## src/rtl/culsans_pkg.sv

```systemverilog
// culsans_pkg
// Shared definitions for the culsans SRAM arbiter slice.
//   DRAMBase        : byte address that maps onto SRAM word 0 by default
//   MaxPortIdxWidth : width of the port-index field in the response record
//   resp_t          : one-stage response record (port index, read flag, error, valid)
package culsans_pkg;

   localparam logic [63:0] DRAMBase = 64'h0000_0000_8000_0000;

   // Fixed-width index field so the record can live in the package while the
   // arbiter stays parameterised on the number of ports.
   localparam int unsigned MaxPortIdxWidth = 8;

   // 'rd' separates read responses, which forward SRAM data, from write
   // responses, which return zero data.
   typedef struct packed {
      logic [MaxPortIdxWidth-1:0] port;
      logic                       rd;
      logic                       err;
      logic                       valid;
   } resp_t;

endpackage

```

## src/rtl/culsans_rr_arbiter.sv

```systemverilog
// culsans_rr_arbiter
// Combinational round-robin selector.
//   req_i   : request vector, one bit per port
//   ptr_i   : port index the search starts from
//   gnt_o   : one-hot grant (all zero when nothing requests)
//   idx_o   : index of the granted port
//   valid_o : high when some port is granted
module culsans_rr_arbiter #(
   parameter  int unsigned NumPorts = 2,
   localparam int unsigned IdxWidth = (NumPorts > 1) ? $clog2(NumPorts) : 1
) (
   input  logic [NumPorts-1:0] req_i,
   input  logic [IdxWidth-1:0] ptr_i,
   output logic [NumPorts-1:0] gnt_o,
   output logic [IdxWidth-1:0] idx_o,
   output logic                valid_o
);

   // Walk the ports starting at ptr_i and wrapping around; the first
   // requester seen wins. Wrap is done by subtraction so that port counts
   // that are not a power of two also work.
   always_comb begin
      int unsigned         cand;
      logic [IdxWidth-1:0] candIdx;
      cand    = 0;
      candIdx = '0;
      gnt_o   = '0;
      idx_o   = '0;
      valid_o = 1'b0;
      for (int unsigned i = 0; i < NumPorts; i++) begin
         cand = 32'(ptr_i) + i;
         if (cand >= NumPorts) begin
            cand = cand - NumPorts;
         end
         candIdx = IdxWidth'(cand);
         if (!valid_o && req_i[candIdx]) begin
            valid_o        = 1'b1;
            gnt_o[candIdx] = 1'b1;
            idx_o          = candIdx;
         end
      end
   end

endmodule

```

## src/rtl/culsans_sram_arbiter.sv

```systemverilog
// culsans_sram_arbiter
// Shares one single-port SRAM between NumPorts requesters with round-robin
// arbitration. Grants are combinational; every grant yields one response
// pulse on the granted port one cycle later.
//   clk_i, rst_ni                     : clock, async active-low reset
//   req_i/we_i/addr_i/wdata_i/be_i    : per-port request channel (byte address)
//   gnt_o                             : per-port grant, same cycle as request
//   rvalid_o/rdata_o/err_o            : per-port response, one cycle after grant
//   mem_req_o/mem_we_o/mem_addr_o/
//   mem_wdata_o/mem_be_o              : SRAM command (word index)
//   mem_rdata_i                       : SRAM read data, one cycle after mem_req_o
module culsans_sram_arbiter
   import culsans_pkg::*;
#(
   parameter  int unsigned NumPorts     = 2,
   parameter  int unsigned NumWords     = 4096,
   parameter  int unsigned DataWidth    = 64,
   parameter  int unsigned AddrWidth    = 64,
   parameter  logic [63:0] BaseAddr     = DRAMBase,
   localparam int unsigned BeWidth      = DataWidth / 8,
   localparam int unsigned MemAddrWidth = $clog2(NumWords),
   localparam int unsigned IdxWidth     = (NumPorts > 1) ? $clog2(NumPorts) : 1
) (
   input  logic                                clk_i,
   input  logic                                rst_ni,
   input  logic [NumPorts-1:0]                 req_i,
   input  logic [NumPorts-1:0]                 we_i,
   input  logic [NumPorts-1:0][AddrWidth-1:0]  addr_i,
   input  logic [NumPorts-1:0][DataWidth-1:0]  wdata_i,
   input  logic [NumPorts-1:0][BeWidth-1:0]    be_i,
   output logic [NumPorts-1:0]                 gnt_o,
   output logic [NumPorts-1:0]                 rvalid_o,
   output logic [NumPorts-1:0][DataWidth-1:0]  rdata_o,
   output logic [NumPorts-1:0]                 err_o,
   output logic                                mem_req_o,
   output logic                                mem_we_o,
   output logic [MemAddrWidth-1:0]             mem_addr_o,
   output logic [DataWidth-1:0]                mem_wdata_o,
   output logic [BeWidth-1:0]                  mem_be_o,
   input  logic [DataWidth-1:0]                mem_rdata_i
);

   localparam logic [AddrWidth-1:0] BaseA     = AddrWidth'(BaseAddr);
   localparam int unsigned          WordShift = $clog2(BeWidth);

   logic [NumPorts-1:0]  reqMasked;
   logic [IdxWidth-1:0]  rrPtr_q, rrPtr_d;
   logic [IdxWidth-1:0]  gntIdx;
   logic                 gntValid;
   logic [AddrWidth-1:0] selAddr, wordIdx;
   logic                 selWe, inRange, memHit;
   resp_t                resp_q, resp_d;

   // Grants are combinational, so requests are masked while reset is held to
   // keep gnt_o low during reset.
   assign reqMasked = req_i & {NumPorts{rst_ni}};

   culsans_rr_arbiter #(
      .NumPorts (NumPorts)
   ) i_rr_arbiter (
      .req_i   (reqMasked),
      .ptr_i   (rrPtr_q),
      .gnt_o   (gnt_o),
      .idx_o   (gntIdx),
      .valid_o (gntValid)
   );

   // Address decode for the granted port. The explicit lower-bound compare
   // catches addresses below BaseAddr whose wrapped offset could otherwise
   // land back inside the SRAM for narrow address widths.
   assign selAddr = addr_i[gntIdx];
   assign selWe   = we_i[gntIdx];
   assign wordIdx = (selAddr - BaseA) >> WordShift;
   assign inRange = (selAddr >= BaseA) && (wordIdx < AddrWidth'(NumWords));
   assign memHit  = gntValid && inRange;

   // The SRAM command is zeroed when idle or out of range, so an
   // out-of-range grant is consumed without touching the memory.
   assign mem_req_o   = memHit;
   assign mem_we_o    = memHit && selWe;
   assign mem_addr_o  = memHit ? wordIdx[MemAddrWidth-1:0] : '0;
   assign mem_wdata_o = memHit ? wdata_i[gntIdx] : '0;
   assign mem_be_o    = memHit ? be_i[gntIdx] : '0;

   // Next pointer sits one past the winner; it holds when nobody is granted.
   // The response record captures every grant, including errored ones.
   always_comb begin
      rrPtr_d = rrPtr_q;
      if (gntValid) begin
         rrPtr_d = (gntIdx == IdxWidth'(NumPorts - 1)) ? '0 : gntIdx + IdxWidth'(1);
      end
      resp_d.port  = MaxPortIdxWidth'(gntIdx);
      resp_d.rd    = !selWe;
      resp_d.err   = !inRange;
      resp_d.valid = gntValid;
   end

   // Single register stage for the round-robin pointer and the response.
   // Reset discards any in-flight response.
   always_ff @(posedge clk_i or negedge rst_ni) begin
      if (!rst_ni) begin
         rrPtr_q <= '0;
         resp_q  <= '0;
      end else begin
         rrPtr_q <= rrPtr_d;
         resp_q  <= resp_d;
      end
   end

   // Fan the response out to its port only. Read data is forwarded
   // straight from the SRAM, which presents it in this cycle.
   always_comb begin
      logic hit;
      hit      = 1'b0;
      rvalid_o = '0;
      err_o    = '0;
      rdata_o  = '0;
      for (int unsigned p = 0; p < NumPorts; p++) begin
         hit         = resp_q.valid && (resp_q.port == MaxPortIdxWidth'(p));
         rvalid_o[p] = hit;
         err_o[p]    = hit && resp_q.err;
         if (hit && resp_q.rd && !resp_q.err) begin
            rdata_o[p] = mem_rdata_i;
         end
      end
   end

endmodule

```

## config.mk

```make
export PLATFORM = sky130hd
export DESIGN_NAME = culsans_sram_arbiter
export DESIGN_NICKNAME = d
export VERILOG_FILES = /design/src/rtl/culsans_pkg.sv /design/src/rtl/culsans_rr_arbiter.sv /design/src/rtl/culsans_sram_arbiter.sv
export SDC_FILE = /design/constraint.sdc
export NUM_CORES = 1
export LEC_CHECK = 0
export CAP_MARGIN = 30
export CORE_AREA = 10 10 212 214
export CTS_CLUSTER_SIZE = 10
export DETAILED_ROUTE_END_ITERATION = 10
export DIE_AREA = 0 0 222 224
export PLACE_DENSITY = 0.4
export SLEW_MARGIN = 15
export SYNTH_ARGS = -nofsm -noshare
export SYNTH_HDL_FRONTEND = slang
export SYNTH_SLANG_ARGS = --single-unit
```

## constraint.sdc

```tcl
create_clock -name clk_i -period 7.77 [get_ports clk_i]
set_input_delay 1.1655 -clock clk_i [delete_from_list [all_inputs] [get_ports clk_i]]
set_output_delay 1.1655 -clock clk_i [all_outputs]
set_load 0.01 [all_outputs]
```

==> reports/results.ini <==
[timing]
setup_tns_ns=0
worst_pin_slew_ns=0.841
hold_viol=0
min_period_ns=7.24
setup_violations=0
rsz0062_at_grt=no
layout_setup_ws_ns=0.528
timing.fmax_ghz=0.138
fin_skew_ns=0.00241
finalCritPeriodShare_pct=93.2
relSlewSlack_pct=44.0
drv_slew=0

[worst_setup_path]
startpoint_type=input port
path_cells=clkdlybuf4s50_1 -> and2_1 -> nand2_4 -> mux2i_1 -> ha_1 -> or4b_2 -> o31ai_1 -> nand3_1 -> o32a_1 -> o21ai_1 -> o2111ai_1 -> or4_4 -> buf_12 -> nor4b_2 -> clkdlybuf4s50_1
end_kind=primary output
rr_startpoint=rrPtr_q$_DFFE_PN0P_
crit_start=req_i[1]
cp.arrival_ns=6.08
critical_path_class=in -> out
cp_slowest_cell=or4b_2
path_max_fanout=84
max_stage_delay_ns=0.63
cp_top_family=simple AND/OR/NAND/NOR gates
cp_common_cell=clkdlybuf4s50_1
crit_required_ns=6.60
crit_buf_inv=3

[placed_design]
post_dp_cell_area_mm2=0.0107
dp_hpwl_um=33100
place_ws_ns=0.569
place.port_buffers=555
finalWeightedCongestion=0.790

[detailed_routing]
drcViolationCount=0
drt_iter0_markers=350
drtPass1Iterations=4
drtAntennaViolNets=0
routed_wl_um=40200
routedWlPerCell_um=22.5
via_per_inst=4.32
routed-via-count=7712

[clock_network]
cts.clk_slew.worst_paths_ns=0.03
clock_latency_ns=0.23
cts_setup_buffers=0
cts_resized=0
cts_root_buf=clkbuf_16
cts_buffers=3
cts_max_level=1
cts_tree=built
cts_buffer_depth=2
hold_buffers=0
clkSinkCount=5

[die]
start_util_pct=11.4
die_area_mm2=0.0497
num_rows=74
die_w_um=222
io_pins=562
design.core.area_mm2=0.0406
die_h_um=224

[layout]
synthToLayoutAreaGrowth_pct=134
final_common_cell=clkdlybuf4s50_1
final_area_mm2=0.0109
layout_common_cells=555 x clkdlybuf4s50_1, 180 x nand2_1, 131 x and2_1
nets=1597
drive_gt1_share_pct=5.43

[logic_synthesis]
synth_edf_count=0
synth.area.top_cells=and2_1 18%, nand2_1 15%, nor4b_1 11%
synth_flop_cell=dfrtp_1
syn_nets=1098
ys_seq_area_share_pct=2.70
synth_area_per_cell_um2=6.13
ys_warn_count=0
synthCells=755
synth_area_mm2=0.00463
ys_ff_latch=5
synthArstFlopShare_pct=100
netlist.area_leader.share_pct=17.7
yosys.area.top_type=and2_1
netlist-cell-type-count=60

[grt]
grt_pass1_vias=7765
gr-total-overflow=0
antenna_found_initial=3
grt_pass1_wl_um=57000
grt_max_degree=85
grt_use_total_pct=14.9

[status]
status=complete, no violations

[power]
clkPwrFrac_pct=17.7
ir_worst_vdd_uv=45.4
seqPwrFrac_pct=6.1
pwr-share-comb_pct=76.1
power_switching_mw=0.182
cellPowerDensity_mw_per_mm2=44.9
p_int_mw=0.305
p_leak_nw=3.60
p_sw_share_pct=37.3

[min_path]
min_from=rrPtr_q$_DFFE_PN0P_
hold_class=reg -> reg

[flow_run]
maxCapViolCount=0

## synthesized netlist by cell type, types with 2 or more instances
library cell    n
nand2_1       181
and2_1        131
a21oi_1        91
nor4b_1        56
clkbuf_1       51
nor4b_2        30
nor3_1         21
nor4_1         16
buf_2          15
mux2i_1        11
nand4_1        11
nand3_1        10
nor2_1         10
or3_1           9
or4_1           9
buf_1           8
inv_1           7
o21ai_0         6
xnor2_1         6
xor2_1          6
dfrtp_1         5
buf_6           4
o211ai_1        4
a22oi_1         3
a31o_2          3
nand2b_1        3
o2111ai_1       3
o22ai_1         3
o32ai_1         3
a221oi_1        2
and3b_1         2
nor2b_1         2
nor4_2          2
o21ai_1         2
o31ai_1         2
o32a_1          2
or4_4           2
## state kept, by name (all words and copies together), names as in the netlist
name	count
resp_q	4
rrPtr_q	1
## cell families after synthesis
group,share of synthesized area [%]
AO/OA/AOI/OAI,18.3
XOR/XNOR,2.27
adder cells (fa/ha/maj),0.270
buffers and inverters,7.94
flip-flops,2.70
multiplexers,2.38
AND/OR/NAND/NOR,66.1
## metal layers
layer	global-route usage [%]	vias to the layer above	wire length, um
met5	0	-	21
met4	2.33	4	626
met3	5.17	23	3550
met2	27.3	361	20400
met1	16.4	3614	15600
li1	-	3710	-
## worst paths after layout
kind | depth (start not counted) | slack [ns] | to
setup / recovery | 15 | 0.53 | mem_wdata_o[33]
hold / removal | 1 | 0.53 | rrPtr_q$_DFFE_PN0P_
setup reg to reg | 13 | 3.59 | resp_q[1]$_DFF_PN0_
hold reg to reg | 1 | 0.53 | rrPtr_q$_DFFE_PN0P_
max in group asynchronous | 2 | 6.39 | resp_q[0]$_DFF_PN0_
min in group asynchronous | 2 | 1.25 | rrPtr_q$_DFFE_PN0P_
## final cells by class
| class | instances | area, um^2 |
|---|---|---|
| Fill cell | 4534 | 29700 |
| Multi-Input combinational cell | 665 | 4180 |
| Antenna cell | 2 | 5.00 |
| Clock buffer | 4 | 78.8 |
| Tap cell | 532 | 666 |
| Inverter | 7 | 28.8 |
| Sequential cell | 5 | 125 |
| Timing Repair Buffer | 572 | 5770 |
## per-stage QoR
step	hold slack, ns	power [mW]	instances	utilization, %
6_report	0.533	0.487	1787	26.8
5_1_grt	0.614	0.521	1786	26.8
4_1_cts	0.543	0.494	1783	26.7
3_5_place_dp	0.538	0.404	1779	26.5
3_3_place_gp	0.528	0.403	1777	26.4
2_1_floorplan	0.492	0.158	755	-
## worst register-to-register path, stage by stage (launching register included)
cell	delay, ns
dfrtp_1	0.40
nand2b_1	0.20
nand2_4	0.12
mux2i_1	0.19
ha_1	0.32
or4b_2	0.63
o31ai_1	0.21
nand3_1	0.18
o32a_1	0.22
o21ai_1	0.07
o2111ai_1	0.16
or4_4	0.63
buf_12	0.26
or3_1	0.45
## power by group through the flow
stage               Clock [mW]  Combinational (mW)  Sequential [mW]
finish                  0.0864               0.371           0.0299
CTS                     0.0875               0.376           0.0300
floorplan                    0               0.128           0.0299
global placement             0               0.373           0.0302
detailed placement           0               0.374           0.0304
global route            0.0901               0.401           0.0305
Note: power is estimated with default switching activity, not from simulation.
